### config.mk
export PLATFORM = sky130hd
export DESIGN_NAME = turf_bus_arbiter
export DESIGN_NICKNAME = d
export VERILOG_FILES = /design/src/rtl/turf_bus_arbiter.sv
export SDC_FILE = /design/constraint.sdc
export NUM_CORES = 1
export LEC_CHECK = 0
export CAP_MARGIN = 10
export CELL_PAD_IN_SITES_DETAIL_PLACEMENT = 0
export CELL_PAD_IN_SITES_GLOBAL_PLACEMENT = 1
export CORE_UTILIZATION = 32
export CTS_CLUSTER_SIZE = 25
export DETAILED_ROUTE_END_ITERATION = 10
export GPL_ROUTABILITY_DRIVEN = 0
export PLACE_DENSITY_LB_ADDON = 0.1
export SLEW_MARGIN = 25
export SYNTH_ARGS = -nofsm -noshare
export SYNTH_HDL_FRONTEND = slang
export SYNTH_SLANG_ARGS = --single-unit
### constraint.sdc
create_clock -name clk_i -period 5.1 [get_ports clk_i]
set_input_delay 0.765 -clock clk_i [delete_from_list [all_inputs] [get_ports clk_i]]
set_output_delay 0.765 -clock clk_i [all_outputs]
set_load 0.01 [all_outputs]
### src/rtl/turf_bus_arbiter.sv
// Round-robin arbiter sharing the TURF register-bus master port between the
// PLX host path (requester 0) and the housekeeping requester (requester 1).
module turf_bus_arbiter #(
    parameter int unsigned TIMEOUT  = 255,
    parameter logic [31:0] ERR_DATA = 32'hFFFF_FFFF
) (
    input  logic        clk_i,
    input  logic        rst_i,
    input  logic        rq0_wr_i,
    input  logic        rq0_rd_i,
    input  logic [5:0]  rq0_addr_i,
    input  logic [1:0]  rq0_bank_i,
    input  logic [31:0] rq0_dat_i,
    output logic [31:0] rq0_dat_o,
    output logic        rq0_ack_o,
    output logic        rq0_err_o,
    input  logic        rq1_wr_i,
    input  logic        rq1_rd_i,
    input  logic [5:0]  rq1_addr_i,
    input  logic [1:0]  rq1_bank_i,
    input  logic [31:0] rq1_dat_i,
    output logic [31:0] rq1_dat_o,
    output logic        rq1_ack_o,
    output logic        rq1_err_o,
    output logic        turf_wr_o,
    output logic        turf_rd_o,
    output logic [5:0]  turf_addr_o,
    output logic [1:0]  turf_bank_o,
    output logic [31:0] turf_dat_o,
    input  logic [31:0] turf_dat_i,
    input  logic        turf_ack_i,
    output logic [1:0]  grant_o,
    output logic [7:0]  err_count_o
);

    localparam logic [7:0] TIMEOUT_C = 8'(TIMEOUT);

    typedef enum logic [1:0] {
        IDLE    = 2'd0,
        ISSUE   = 2'd1,
        RELEASE = 2'd2
    } state_t;

    state_t      state_r, state_s;
    logic [7:0]  cnt_r, cnt_s;
    logic        owner_r, owner_s;
    logic        last_grant_r, last_grant_s;
    logic        is_wr_r, is_wr_s;
    logic        turf_wr_r, turf_wr_s;
    logic        turf_rd_r, turf_rd_s;
    logic [5:0]  turf_addr_r, turf_addr_s;
    logic [1:0]  turf_bank_r, turf_bank_s;
    logic [31:0] turf_dat_r, turf_dat_s;
    logic [31:0] rq0_dat_r, rq0_dat_s;
    logic [31:0] rq1_dat_r, rq1_dat_s;
    logic        rq0_ack_r, rq0_ack_s;
    logic        rq1_ack_r, rq1_ack_s;
    logic        rq0_err_r, rq0_err_s;
    logic        rq1_err_r, rq1_err_s;
    logic [1:0]  grant_r, grant_s;
    logic [7:0]  err_count_r, err_count_s;

    logic        req0_s, req1_s, pick_s;
    logic        sel_wr_s;
    logic [5:0]  sel_addr_s;
    logic [1:0]  sel_bank_s;
    logic [31:0] sel_dat_s;

    // On contention the requester not granted last wins; otherwise the sole requester.
    assign req0_s     = rq0_wr_i | rq0_rd_i;
    assign req1_s     = rq1_wr_i | rq1_rd_i;
    assign pick_s     = (req0_s & req1_s) ? ~last_grant_r : req1_s;
    assign sel_wr_s   = pick_s ? rq1_wr_i   : rq0_wr_i;
    assign sel_addr_s = pick_s ? rq1_addr_i : rq0_addr_i;
    assign sel_bank_s = pick_s ? rq1_bank_i : rq0_bank_i;
    assign sel_dat_s  = pick_s ? rq1_dat_i  : rq0_dat_i;

    // Next-state and next-output logic for the grant / issue / release sequence.
    always_comb begin
        state_s      = state_r;
        cnt_s        = cnt_r;
        owner_s      = owner_r;
        last_grant_s = last_grant_r;
        is_wr_s      = is_wr_r;
        turf_wr_s    = turf_wr_r;
        turf_rd_s    = turf_rd_r;
        turf_addr_s  = turf_addr_r;
        turf_bank_s  = turf_bank_r;
        turf_dat_s   = turf_dat_r;
        rq0_dat_s    = rq0_dat_r;
        rq1_dat_s    = rq1_dat_r;
        rq0_ack_s    = 1'b0;
        rq1_ack_s    = 1'b0;
        rq0_err_s    = 1'b0;
        rq1_err_s    = 1'b0;
        grant_s      = grant_r;
        err_count_s  = err_count_r;

        case (state_r)
            IDLE: begin
                if (req0_s || req1_s) begin
                    owner_s      = pick_s;
                    last_grant_s = pick_s;
                    is_wr_s      = sel_wr_s;
                    turf_wr_s    = sel_wr_s;
                    turf_rd_s    = ~sel_wr_s;
                    turf_addr_s  = sel_addr_s;
                    turf_bank_s  = sel_bank_s;
                    turf_dat_s   = sel_dat_s;
                    grant_s      = pick_s ? 2'b10 : 2'b01;
                    cnt_s        = 8'd1;
                    state_s      = ISSUE;
                end else begin
                    state_s = IDLE;
                end
            end
            ISSUE: begin
                // Ack takes priority over a timeout landing in the same cycle.
                if (turf_ack_i) begin
                    turf_wr_s = 1'b0;
                    turf_rd_s = 1'b0;
                    grant_s   = 2'b00;
                    rq0_dat_s = (!is_wr_r && !owner_r) ? turf_dat_i : rq0_dat_r;
                    rq1_dat_s = (!is_wr_r &&  owner_r) ? turf_dat_i : rq1_dat_r;
                    rq0_ack_s = ~owner_r;
                    rq1_ack_s = owner_r;
                    state_s   = RELEASE;
                end else if (cnt_r == TIMEOUT_C) begin
                    turf_wr_s   = 1'b0;
                    turf_rd_s   = 1'b0;
                    grant_s     = 2'b00;
                    rq0_dat_s   = (!is_wr_r && !owner_r) ? ERR_DATA : rq0_dat_r;
                    rq1_dat_s   = (!is_wr_r &&  owner_r) ? ERR_DATA : rq1_dat_r;
                    rq0_err_s   = ~owner_r;
                    rq1_err_s   = owner_r;
                    err_count_s = (err_count_r == 8'hFF) ? 8'hFF : err_count_r + 8'd1;
                    state_s     = RELEASE;
                end else begin
                    cnt_s = cnt_r + 8'd1;
                end
            end
            RELEASE: begin
                state_s = IDLE;
            end
            default: begin
                turf_wr_s = 1'b0;
                turf_rd_s = 1'b0;
                grant_s   = 2'b00;
                state_s   = IDLE;
            end
        endcase
    end

    // State and output registers; last_grant resets to 1 so requester 0 wins first.
    always_ff @(posedge clk_i or posedge rst_i) begin
        if (rst_i) begin
            state_r      <= IDLE;
            cnt_r        <= 8'd0;
            owner_r      <= 1'b0;
            last_grant_r <= 1'b1;
            is_wr_r      <= 1'b0;
            turf_wr_r    <= 1'b0;
            turf_rd_r    <= 1'b0;
            turf_addr_r  <= 6'd0;
            turf_bank_r  <= 2'd0;
            turf_dat_r   <= 32'd0;
            rq0_dat_r    <= 32'd0;
            rq1_dat_r    <= 32'd0;
            rq0_ack_r    <= 1'b0;
            rq1_ack_r    <= 1'b0;
            rq0_err_r    <= 1'b0;
            rq1_err_r    <= 1'b0;
            grant_r      <= 2'b00;
            err_count_r  <= 8'd0;
        end else begin
            state_r      <= state_s;
            cnt_r        <= cnt_s;
            owner_r      <= owner_s;
            last_grant_r <= last_grant_s;
            is_wr_r      <= is_wr_s;
            turf_wr_r    <= turf_wr_s;
            turf_rd_r    <= turf_rd_s;
            turf_addr_r  <= turf_addr_s;
            turf_bank_r  <= turf_bank_s;
            turf_dat_r   <= turf_dat_s;
            rq0_dat_r    <= rq0_dat_s;
            rq1_dat_r    <= rq1_dat_s;
            rq0_ack_r    <= rq0_ack_s;
            rq1_ack_r    <= rq1_ack_s;
            rq0_err_r    <= rq0_err_s;
            rq1_err_r    <= rq1_err_s;
            grant_r      <= grant_s;
            err_count_r  <= err_count_s;
        end
    end

    assign rq0_dat_o   = rq0_dat_r;
    assign rq1_dat_o   = rq1_dat_r;
    assign rq0_ack_o   = rq0_ack_r;
    assign rq1_ack_o   = rq1_ack_r;
    assign rq0_err_o   = rq0_err_r;
    assign rq1_err_o   = rq1_err_r;
    assign turf_wr_o   = turf_wr_r;
    assign turf_rd_o   = turf_rd_r;
    assign turf_addr_o = turf_addr_r;
    assign turf_bank_o = turf_bank_r;
    assign turf_dat_o  = turf_dat_r;
    assign grant_o     = grant_r;
    assign err_count_o = err_count_r;

endmodule

Word-level counts from Yosys, hierarchy flattened
Index checks and enable logic that the tools add are counted.
- input port bits: 119
- output and inout bits: 120
- register bits: 133
- word-level logic and storage cells: 93
- bitwise logic cells: 8
- reduce and logical (&&, ||, !) cells: 14
- equal/unequal tests: 8
- multiplexer cells: 43
- add/sub/neg operators: 2
- operators by type and width (kind ; count):
    32-bit 2-to-1 mux ; 9
    8-bit 2-to-1 mux ; 4
    1-bit 2-to-1 mux ; 17
    8-bit by 1-bit adder with 8-bit output (second input constant) ; 2
    8-bit equality test (second input constant) ; 2
    8-bit one-hot mux with 2 select lines ; 1
    2-bit 2-to-1 mux ; 7
    3-bit AND reduction ; 4
    6-bit 2-to-1 mux ; 1
    2-bit inequality test (second input constant) ; 3
    1-bit one-hot mux with 3 select lines ; 2
    2-bit one-hot mux with 3 select lines ; 1
    1-bit inverter ; 5
    2-bit one-hot mux with 2 select lines ; 1
    4-bit AND reduction ; 1
    2-bit nonzero test ; 2
    3-bit inequality test (second input constant) ; 1
    2-bit by 1-bit equality test with 1-bit output (second input constant) ; 1
    2-bit equality test (second input constant) ; 1
    1-bit logical AND ; 2
    1-bit logical NOT ; 2
    2-bit logical NOT ; 1
    1-bit OR ; 2
    2-bit AND reduction ; 1
    2 further kinds ; 2

Logic depth before layout (Yosys ltp)
Gate-level depths: netlist of run 1.
- depth in word-level cells: 7
- mapped depth: 7
- depth with buffers taken out: 6

Least setup slack after synthesis of run 1
Ideal clock, no wire load.
- kind: input to register
- start point: input port turf_ack_i
- end point: register err_count_r[7], in the netlist err_count_o[7]
- stages: 6
- setup time: 0.125 ns
- path slack: 2.980 ns
- required time: 4.975 ns
- path buffers: 2
- arrival time: 1.995 ns
- cells stage by stage: or3b_1 > buf_6 > nor3_4 > buf_6 > nand4_2 > mux2_4
- longest elaborated chain between the ends: 2
- ends and longest elaborated chain (element ; line ; RTL):
    from (decl) ; 31 ; input logic turf_ack_i,
    1-bit inverter (no source line) ; - ;
    3-bit AND reduction (no source line) ; - ;
    to (signal assigned) ; 193 ; err_count_r <= err_count_s;
    to (decl) ; 61 ; logic [7:0] err_count_r, err_count_s;
Every way passes these cells.
A chain may end at the register's enable or synchronous reset.

Worst setup path after layout of run 1
- start point: input port rq1_rd_i
- end point: register turf_addr_r[0], in the netlist turf_addr_o[0]
- longest elaborated chain between the ends: 4
- elaborated cells between the ends (all ways): 6
- those cells by class: 2 x mux; 2 x bitwise; 2 x reduce/logical
- ends and longest elaborated chain (element ; line ; RTL):
    from (decl) ; 18 ; input logic rq1_rd_i,
    1-bit OR * ; 71 ; assign req1_s = rq1_wr_i | rq1_rd_i;
    1-bit bitwise AND ; 72 ; assign pick_s = (req0_s & req1_s) ? ~last_grant_r : req1_s;
    1-bit 2-to-1 mux ; 72 ;
    6-bit 2-to-1 mux ; 74 ; assign sel_addr_s = pick_s ? rq1_addr_i : rq0_addr_i;
    to (signal assigned) ; 183 ; turf_addr_r <= turf_addr_s;
    to (decl) ; 51 ; logic [5:0] turf_addr_r, turf_addr_s;
Every way passes the cells marked *; elsewhere a longest branch is shown, timed or not.

==> results.cfg, run 1 <==
[run_status]
outcome = completed

[global_route]
grt_overflow_total = 0
grt.total_usage_pct = 18.1
grt_pass1_wl_um = 25200
antenna_found_initial = 0
first_global_vias = 4856
grt_max_degree = 105

[clock_tree]
cts_buffers = 17
htree_levels = 4
postCtsResizedCells = 0
clk_path_buf_depth = 2
clock_latency_ns = 0.41
clkSlewWorstSetupHoldPaths_ns = 0.06
cts_setup_buffers = 0
clock_sinks = 133
cts_tree = built
cts_root_buf = clkbuf_16
holdBufCountCts = 0

[die]
io_pins = 239
fp.dieW_um = 135
core.rowCount = 48
dieArea_um2 = 18300
fp.dieH_um = 135
initial_utilization_pct = 32.8
coreArea_um2 = 17300

[detailed_routing]
final_antenna_net_count = 0
first_iter_violations = 153
dr_total_vias = 4680
wl_per_cell_um = 16.6
drt-total-wl_um = 16000
vias_per_cell = 4.84
drt_first_pass_iters = 4
drc = 0

[timing]
grt_setup_unrepaired = no
tns_ns = 0
worstMarginPinSlew_ns = 0.804
relSlewSlack_pct = 46.2
final_hold_viol_count = 0
skew_ns = 0.00624
period_minus_slack_ns = 2.81
period_share_pct = 55.1
setup_viol = 0
drv_slew = 0
timing.fmax_mhz = 356
hold_slack_ns = 0.478
fin_ws_ns = 2.29

[setup_path]
worstPathRequired_ns = 5.38
critPathLaunchType = input port
crit_fanout = 47
crit_arrival_ns = 3.09
crit_type = input port to register
end_kind = register

[synth]
synth_top_area_share_pct = 58.2
synth-seq-cells = 133
synth_nets = 618
synth_area_um2 = 5670
async_flop_share_pct = 100
syn_avg_cell_area_um2 = 11.4
synth_flop_cell = dfrtp_1
synth_cells = 497
synth_area_leaders = dfrtp_1 (58%), a2bb2oi_1 (9.9%), mux2i_1 (7.2%), nor2b_1 (3.9%), nand2_1 (3.6%)
ys_warn_count = 0
yosysSeqAreaShare_pct = 58.7
yosysTopAreaCell = dfrtp_1
yosysUniqueCellTypes = 44
synth_edf_count = 0

[placed_design]
hpwl_um = 11000
pre_cts_ws_ns = 1.84
dp.cells = 934
port_buffers = 238

[power_and_ir_drop]
powerDensity_nw_per_um2 = 605
p_leak_nw = 3.78
ir_worst_vdd_v = 0.000295

[worst_hold_path]
hold_path.class = register to register

[finish]
drive_gt1_share_pct = 7.15
n_antenna_cell = 0
syn2layout_area_growth_pct = 57.0
final_cells = 966
nets = 849

[job]
maxCapViolCount = 0
## state kept, by name (all words and copies together), names as in the netlist, 2 cells and up
register     count
cnt_r            8
err_count_o      8
grant_o          2
rq0_dat_o       32
rq1_dat_o       32
state_r          2
turf_addr_o      6
turf_bank_o      2
turf_dat_o      32
## power by group
group / leakage, nW / switching, mW / internal (mW)
clock network: 0.305 / 0.455 / 0.841
logic: 1.88 / 0.999 / 1.25
registers: 1.59 / 0.309 / 1.53
## cell families after synthesis
logic type	count (synthesis)	synth area share [%]
XOR/XNOR	1	0.154
adder cells (fa/ha/maj)	2	0.441
flip-flops	133	58.7
AND/OR/NAND/NOR	135	12.1
buffers and inverters	42	3.33
AO/OA/AOI/OAI	141	17.6
multiplexers	43	7.70
## per-layer routing
metal / wire length, um / GRT usage [%] / vias to the layer above
met3: 1350 / 7.07 / 19
met5: 0 / 0 / -
met1: 7120 / 23.3 / 2228
li1: - / - / 2247
met2: 7320 / 27.9 / 186
met4: 201 / 5.87 / 0
## final cells by class
type	count	area (um2)
multi-input cells	322	2180
well taps	225	282
repair buffers	246	2440
clock inverters	13	180
fillers	1495	8390
inverters	8	37.5
flip-flops and latches	133	3330
clock buffers	19	453
## synthesized netlist by cell type, types with 8 or more instances
master / count
clkbuf_1: 19
mux2i_1: 41
dfrtp_1: 132
nand2_1: 54
a31oi_1: 8
nand3_1: 9
nor2_1: 13
o21ai_0: 20
o21ai_1: 25
a2bb2oi_1: 64
nor2b_1: 35
a21oi_1: 11
buf_2: 13
## through the flow
stage               utilization, %  power (mW)  area, um2
CTS                           51.5        5.46       8910
global placement              47.8        4.10       8270
finish                        51.5        5.39       8910
detailed placement            47.8        4.14       8270
floorplan                        -        2.88       5670
global route                  51.5        5.73       8910
## path summary, 6_finish.rpt
kind	slack [ns]	from	depth (start not counted)	endpoint
max in group asynchronous	3.31	rst_i	3	rq0_dat_o[6]
max reg2reg	2.91	state_r[1]	6	rq1_dat_o[7]
min reg2reg	0.48	turf_dat_o[1]	2	turf_dat_o[1]
min in group asynchronous	0.85	rst_i	2	turf_dat_o[19]
max	2.29	rq1_rd_i	5	turf_addr_o[0]
min	0.48	turf_dat_o[1]	2	turf_dat_o[1]
## worst max-delay path: stages
cell and delay, ns:
clkdlybuf4s50_1 0.47, or4_1 0.64, nand2_2 0.58, buf_4 0.46
o21ai_0 0.16
## cells in the final DEF (no fill, tap or decap), types with 3 or more instances in the layout
cell type / count
a2bb2oi_1: 64
dfrtp_1: 132
mux2i_1: 41
bufinv_16: 4
nor2_1: 13
clkinvlp_4: 3
o21ai_0: 20
clkdlybuf4s50_1: 238
clkinv_2: 4
a22o_1: 3
clkbuf_16: 17
nand3_1: 9
nand2_1: 53
o21ai_1: 24
nor2b_1: 33
and3_1: 3
nand4_1: 3
a31oi_1: 8
buf_4: 8
inv_1: 6
a21oi_1: 11
Power figures use the tool's default switching activity.
==> run 2: changes to the inputs <==
--- a/config.mk
+++ b/config.mk
@@ -8,7 +8,7 @@
 export CAP_MARGIN = 10
 export CELL_PAD_IN_SITES_DETAIL_PLACEMENT = 0
 export CELL_PAD_IN_SITES_GLOBAL_PLACEMENT = 1
-export CORE_UTILIZATION = 32
+export CORE_UTILIZATION = 29
 export CTS_CLUSTER_SIZE = 25
 export DETAILED_ROUTE_END_ITERATION = 10
 export GPL_ROUTABILITY_DRIVEN = 0
==> constraint.sdc (replaced) <==
create_clock -name clk_i -period 2.4 [get_ports clk_i]
set_input_delay 0.36 -clock clk_i [delete_from_list [all_inputs] [get_ports clk_i]]
set_output_delay 0.36 -clock clk_i [all_outputs]
set_load 0.01 [all_outputs]
==> results.cfg, run 2 (synthesis results as in run 1) <==
[clock_tree]
clock_latency_ns = 0.40
cts_root_buf = clkbuf_16
htree_levels = 4
postCtsResizedCells = 0
cts_setup_buffers = 0
clock_sinks = 133
cts_tree = built
holdBufCountCts = 0
clkSlewWorstSetupHoldPaths_ns = 0.06
cts_buffers = 17
clk_path_buf_depth = 2

[worst_hold_path]
hold_path.class = input port to asynchronous set/reset pin

[setup_path]
critPathLaunchType = register
crit_type = register to register
end_kind = register
crit_fanout = 16
crit_arrival_ns = 2.28
worstPathRequired_ns = 2.66

[timing]
relSlewSlack_pct = 58.8
drv_slew = 0
period_minus_slack_ns = 2.02
tns_ns = 0
final_hold_viol_count = 0
grt_setup_unrepaired = no
worstMarginPinSlew_ns = 0.617
period_share_pct = 84.3
timing.fmax_mhz = 494
skew_ns = 0.00553
setup_viol = 0

[die]
io_pins = 239
fp.dieH_um = 142
dieArea_um2 = 20100
coreArea_um2 = 19000
fp.dieW_um = 142
initial_utilization_pct = 29.9
core.rowCount = 50

[placed_design]
place_area_um2 = 8430
port_buffers = 238
hpwl_um = 11700

[run_status]
outcome = completed

[global_route]
grt_max_degree = 68
grt_overflow_total = 0
grt.total_usage_pct = 16.8
grt_pass1_wl_um = 25900
first_global_vias = 4792
antenna_found_initial = 0

[finish]
drive_gt1_share_pct = 7.38
n_antenna_cell = 0
syn2layout_area_growth_pct = 59.5
final_common_cell = clkdlybuf4s50_1
design_area_um2 = 9050
nets = 854
final_cell_mix = clkdlybuf4s50_1 (238), dfrtp_1 (132), a2bb2oi_1 (64), nand2_1 (53), mux2i_1 (41)

[detailed_routing]
drc = 0
final_antenna_net_count = 0
drt_first_pass_iters = 4
vias_per_cell = 4.65
wl_per_cell_um = 16.2
first_iter_violations = 236
dr_total_vias = 4677
drt-total-wl_um = 16300

[power_and_ir_drop]
ir_worst_vdd_v = 0.000672
total_power_mw = 11.5
powerDensity_nw_per_um2 = 1280
p_leak_nw = 3.82

[job]
maxCapViolCount = 0
==> run 2: cell count changes in the layout (fill, tap and decap cells not counted), sizes merged <==
cell	change
buf	+5
clkbuf	+3
clkinv	-3
inv	-1
==> run 2: worst paths after layout <==
check                      cells past startpoint    startpoint        endpoint  slack (ns)
max                                            6      cnt_r[0]    rq1_dat_o[8]        0.38
min                                            3         rst_i  turf_dat_o[19]        0.43
max reg2reg                                    6      cnt_r[0]    rq1_dat_o[8]        0.38
min reg2reg                                    2  last_grant_r    last_grant_r        0.48
max in group asynchronous                      3         rst_i    last_grant_r        1.61
min in group clk_i                             2  last_grant_r    last_grant_r        0.48
==> run 2: area by class of cell <==
class / count / area [um2]
Fill cell: 1752 / 9900
Sequential cell: 133 / 3330
Clock inverter: 9 / 150
Inverter: 8 / 33.8
Clock buffer: 22 / 474
Tap cell: 260 / 325
Multi-Input combinational cell: 322 / 2180
Timing Repair Buffer: 251 / 2550
==> run 2: through the flow <==
stage / hold WS (ns) / utilization [%] / instances / setup WS, ns
after floorplan: 0.450 / - / 497 / 0.390
after global placement: 0.463 / 44.5 / 974 / 0.198
after detailed placement: 0.470 / 44.5 / 974 / 0.158
after CTS: 0.443 / 47.8 / 1005 / 0.346
after global routing: 0.484 / 47.8 / 1005 / 0.198
final: 0.431 / 47.8 / 1005 / 0.377
==> run 2: metal layers <==
layer	wire, um	global-route usage (%)	vias to the layer above
li1	-	-	2252
met1	6950	20.8	2227
met2	7660	26.5	183
met5	0	0	-
met4	197	5.89	0
met3	1500	6.68	15
==> run 2: power breakdown <==
part           switching [mW]  internal (mW)  leakage (nW)
sequential              0.645           3.26          1.59
clock                   0.922           1.81         0.302
combinational            2.15           2.76          1.93
==> run 2: worst max-delay path, stage by stage (launching register included) <==
cell	delay [ns]
dfrtp_1	0.42
ha_1	0.28
and3_1	0.23
a21oi_1	0.46
nor2b_2	0.11
buf_4	0.22
a2bb2oi_1	0.16
==> RTL change 1, RTL diff (config.mk and constraints of run 2) <==
Put one more register stage on the output `rq1_err_o`, without a reset. The value now appears one clock later. The other outputs are not delayed to match.
--- a/src/rtl/turf_bus_arbiter.sv
+++ b/src/rtl/turf_bus_arbiter.sv
@@ -200,5 +200,7 @@
     assign rq1_ack_o   = rq1_ack_r;
     assign rq0_err_o   = rq0_err_r;
-    assign rq1_err_o   = rq1_err_r;
+    always_ff @(posedge clk_i) begin
+        rq1_err_o <= rq1_err_r;
+    end
     assign turf_wr_o   = turf_wr_r;
     assign turf_rd_o   = turf_rd_r;
Check against the original RTL: same outputs for any inputs over 4 cycles, from zero or initial values and one cycle with rst_i high; that may be too few to reach the edited logic, so the function may still have changed.
==> RTL change 1 against run 2 <==
Worst setup slack improved by 140 ps; sequential cell count increased by 1; wire length rose by 2.0%; area after synthesis grew 0.35%; final area barely moved; power is 1.2% lower; critical endpoint is now rq1_dat_o[11]$_DFFE_PP0P_.
==> RTL change 1: results (changes against run 2) <==
[place]
hpwl_mm=11.8  ; was 11.7 mm
portBuffers=238  ; unchanged
pre_cts_ws_ps=145  ; was 158 ps

[power]
p_leak_uw=0.00382  ; about the same
peakVddDrop_mv=0.423  ; was 0.672 mV

[synth]
async_flop_share=0.993  ; was 1.00
synth.distinct_cells=45  ; was 44
ys_seq_area_frac=0.588  ; was 0.587
syn-num-nets=619  ; was 618
synth.top_cells.by_area=dfrtp_1, a2bb2oi_1, mux2i_1, nor2b_1, nand2_1  ; unchanged

[routing]
wl_met3_mm=1.58  ; was 1.50 mm
viasPerCell=4.67  ; was 4.65
dr_wl_met2_mm=7.54  ; was 7.66 mm
routed_wl_mm=16.6  ; was 16.3 mm
m1WireLength_mm=7.28  ; was 6.95 mm
initialDrtViolationCount=163  ; was 236

[grt]
grt_start_max_net_pins=70  ; was 68
first_global_vias=4832  ; was 4792
grt_use_met3=0.0720  ; was 0.0668
grt_use_total=0.172  ; was 0.168
grt_use_met2=0.267  ; was 0.265
met1_usage=0.213  ; was 0.208

[clock_tree]
clock_latency_ps=420  ; was 400 ps
ctsResizeCount=0  ; unchanged

[cells_and_area]
drive_gt1_frac=0.0775  ; was 0.0738
fill_cells=1760  ; was 1752
nets=857  ; was 854

[outcome]
outcome=finished clean  ; unchanged

[setup_path]
cp.arrival_ps=2160  ; was 2280 ps
critPathMaxFanout=32  ; was 16

[sta]
skew_ps=12.7  ; was 5.53 ps
maxSlewHeadroom=0.562  ; was 0.588

==> RTL change 1: critical path, cell delays in order (launching register included) <==
cell,delay [ps]
dfrtp_1,420
ha_1,290
and3_1,230
a21oi_1,340
nor2b_2,100
buf_12,180
a2bb2oi_1,150
==> RTL change 1: path summary, 6_finish.rpt <==
kind,start,end,slack [ps],cells past startpoint
setup reg to reg,cnt_r[0]$_DFFE_PP0P_,rq1_dat_o[11]$_DFFE_PP0P_,510,6
setup / recovery,cnt_r[0]$_DFFE_PP0P_,rq1_dat_o[11]$_DFFE_PP0P_,510,6
max in group asynchronous,rst_i,rq1_dat_o[11]$_DFFE_PP0P_,1620,3
hold reg to reg,rq1_err_r$_DFF_PP0_,rq1_err_o$_DFF_P_,330,0
min in group clk_i,rq1_err_r$_DFF_PP0_,rq1_err_o$_DFF_P_,330,0
hold / removal,rst_i,turf_dat_o[26]$_DFFE_PP0P_,180,2
==> RTL change 1: final cells by class <==
type	instances	area share
clock buffer	20	0.0504
clock inverter	11	0.0141
inverter	8	0.00373
multi-input combinational	322	0.241
sequential	134	0.370
tap	260	0.0359
timing repair buffer	253	0.285
==> RTL change 1: through the flow <==
stage | area [um^2] | instances
finish | 9060 | 1008
global route | 9060 | 1008
CTS | 9060 | 1008
detailed placement | 8480 | 977
global placement | 8480 | 977
floorplan | 5700 | 498
==> RTL change 1: where the power goes <==
group | internal, uW | total, uW | leakage [uW] | switching, uW
Sequential | 3270 | 3910 | 0.00160 | 637
Clock | 1580 | 2560 | 0.000278 | 985
Combinational | 2780 | 4930 | 0.00194 | 2150
==> RTL change 1: cells by family after synthesis <==
family,count (synthesis),synth area share
mux,43,0.0767
fa+ha+maj,2,0.00439
simple gates,135,0.121
xor+xnor,1,0.00154
buf+inv,42,0.0332
compound gates,141,0.175
flops,134,0.588
==> RTL change 2, RTL diff (flow settings as in run 2) <==
Made on the original files. `ERR_DATA`: 32'hFFFF_FFFF -> 32'h7FFFFFFF.
--- a/src/rtl/turf_bus_arbiter.sv
+++ b/src/rtl/turf_bus_arbiter.sv
@@ -3,5 +3,5 @@
 module turf_bus_arbiter #(
     parameter int unsigned TIMEOUT  = 255,
-    parameter logic [31:0] ERR_DATA = 32'hFFFF_FFFF
+    parameter logic [31:0] ERR_DATA = 32'h7FFFFFFF
 ) (
     input  logic        clk_i,
Formal check against the unedited RTL: no difference found for any inputs over 4 cycles, from zero or initial values and one cycle with rst_i high; that may be too few to reach the edited logic, so the function may still have changed.
==> RTL change 2 against run 2 <==
Final area is 1.0% higher; area after synthesis is 0.40% higher; worst setup slack better by 130 ps; sequential cell count stayed put; wire length is 2.9% higher; first-iteration DRC count is 9.3% lower; critical path depth stayed put; power is 1.3% higher; cell count is 1.2% higher; largest cell class unchanged.
==> RTL change 2: results (changes against run 2) <==
[clock_tree]
post_cts_buffers=0  ; unchanged

[place]
hpwl_mm=12.1  ; was 11.7 mm
place_area_um2=8490  ; was 8430 um^2
pre_cts_ws_ps=177  ; was 158 ps
dp.cells=985  ; was 974

[synth]
yosysWarnings=0  ; unchanged
syn-num-nets=624  ; was 618
synthCells=503  ; was 497
yosys-top-cells-count=dfrtp_1, a2bb2oi_1, nand2_1  ; unchanged
ys_seq_area_frac=0.584  ; was 0.587
synth.top_cells.by_area=dfrtp_1, a2bb2oi_1, mux2i_1, nor2b_1, nand2_1  ; unchanged
synth.distinct_cells=46  ; was 44
async_flop_share=1.00  ; unchanged

[routing]
m1WireLength_mm=7.16  ; was 6.95 mm
wl_per_cell_um=16.5  ; was 16.2 um
firstDrtPassIters=4  ; unchanged
routed_wl_mm=16.8  ; was 16.3 mm
initialDrtViolationCount=214  ; was 236
wl_met3_mm=1.45  ; was 1.50 mm
dr_wl_met2_mm=7.94  ; was 7.66 mm
vias=4808  ; was 4677

[power]
clk-power_uw=2870  ; was 2730 uW
p_leak_uw=0.00388  ; was 0.00382 uW
pg_seq_uw=3880
p_int_uw=7910  ; was 7830 uW
peakVddDrop_mv=0.451  ; was 0.672 mV
powerDensity_nw_per_um2=1280  ; about the same

[grt]
grt_use_total=0.173  ; was 0.168
grt_pass1_wl_mm=26.9  ; was 25.9 mm
grt_start_max_net_pins=49  ; was 68
first_global_vias=5089  ; was 4792

[setup_path]
critPathMaxFanout=20  ; was 16
worst_path_max_delay_cell=dfrtp_1  ; was a21oi_1
cp.arrival_ps=2160  ; was 2280 ps
critPathMaxStageDelay_ps=420  ; was 460 ps

[cells_and_area]
drive_gt1_frac=0.0832  ; was 0.0738
fill_cells=1719  ; was 1752
nets=865  ; was 854
final_area_um2=9150  ; was 9050 um^2

[outcome]
outcome=finished clean  ; unchanged

[sta]
tightestPinTransition_ps=681  ; was 617 ps
skew_ps=9.75  ; was 5.53 ps

[RTL change 2: cell types whose count changed after synthesis, moves of 2 or more]
cell / delta
o21ai_1: +2
nand2_1: +3
a2bb2oi_1: -2
nand3_1: +3
o211ai_1: -2
[RTL change 2: final timing paths]
| path | cells after the start | start | endpoint | slack (ps) |
|---|---|---|---|---|
| min in group clk_i | 2 | last_grant_r$_DFFE_PP1P_ | last_grant_r$_DFFE_PP1P_ | 480 |
| worst min-delay path | 2 | rst_i | cnt_r[1]$_DFFE_PP0P_ | 390 |
| worst min register to register | 2 | last_grant_r$_DFFE_PP1P_ | last_grant_r$_DFFE_PP1P_ | 480 |
| max in group asynchronous | 3 | rst_i | rq0_dat_o[20]$_DFFE_PP0P_ | 1410 |
| worst max register to register | 6 | cnt_r[0]$_DFFE_PP0P_ | rq1_dat_o[11]$_DFFE_PP0P_ | 510 |
| worst max-delay path | 6 | cnt_r[0]$_DFFE_PP0P_ | rq1_dat_o[11]$_DFFE_PP0P_ | 510 |
[RTL change 2: layout make-up]
type,count,area share
Timing Repair Buffer,257,0.284
Multi-Input combinational cell,326,0.240
Inverter,9,0.00410
Tap cell,260,0.0356
Clock inverter,12,0.0220
Clock buffer,20,0.0499
Sequential cell,133,0.364
[RTL change 2: routing by layer]
metal	GRT usage	vias up
met5	0	-
met4	0.0538	0
met3	0.0636	19
met2	0.283	198
met1	0.212	2314
li1	-	2277
[RTL change 2: cell families (layout without fill, tap and decap cells)]
group	Yosys count	after routing	synth area share
flip-flops	133	133	0.584
adder cells (fa/ha/maj)	2	2	0.00439
multiplexers	43	43	0.0767
AO/OA/AOI/OAI	139	139	0.172
XOR/XNOR	1	1	0.00154
buffers and inverters	44	298	0.0356
AND/OR/NAND/NOR	141	141	0.126
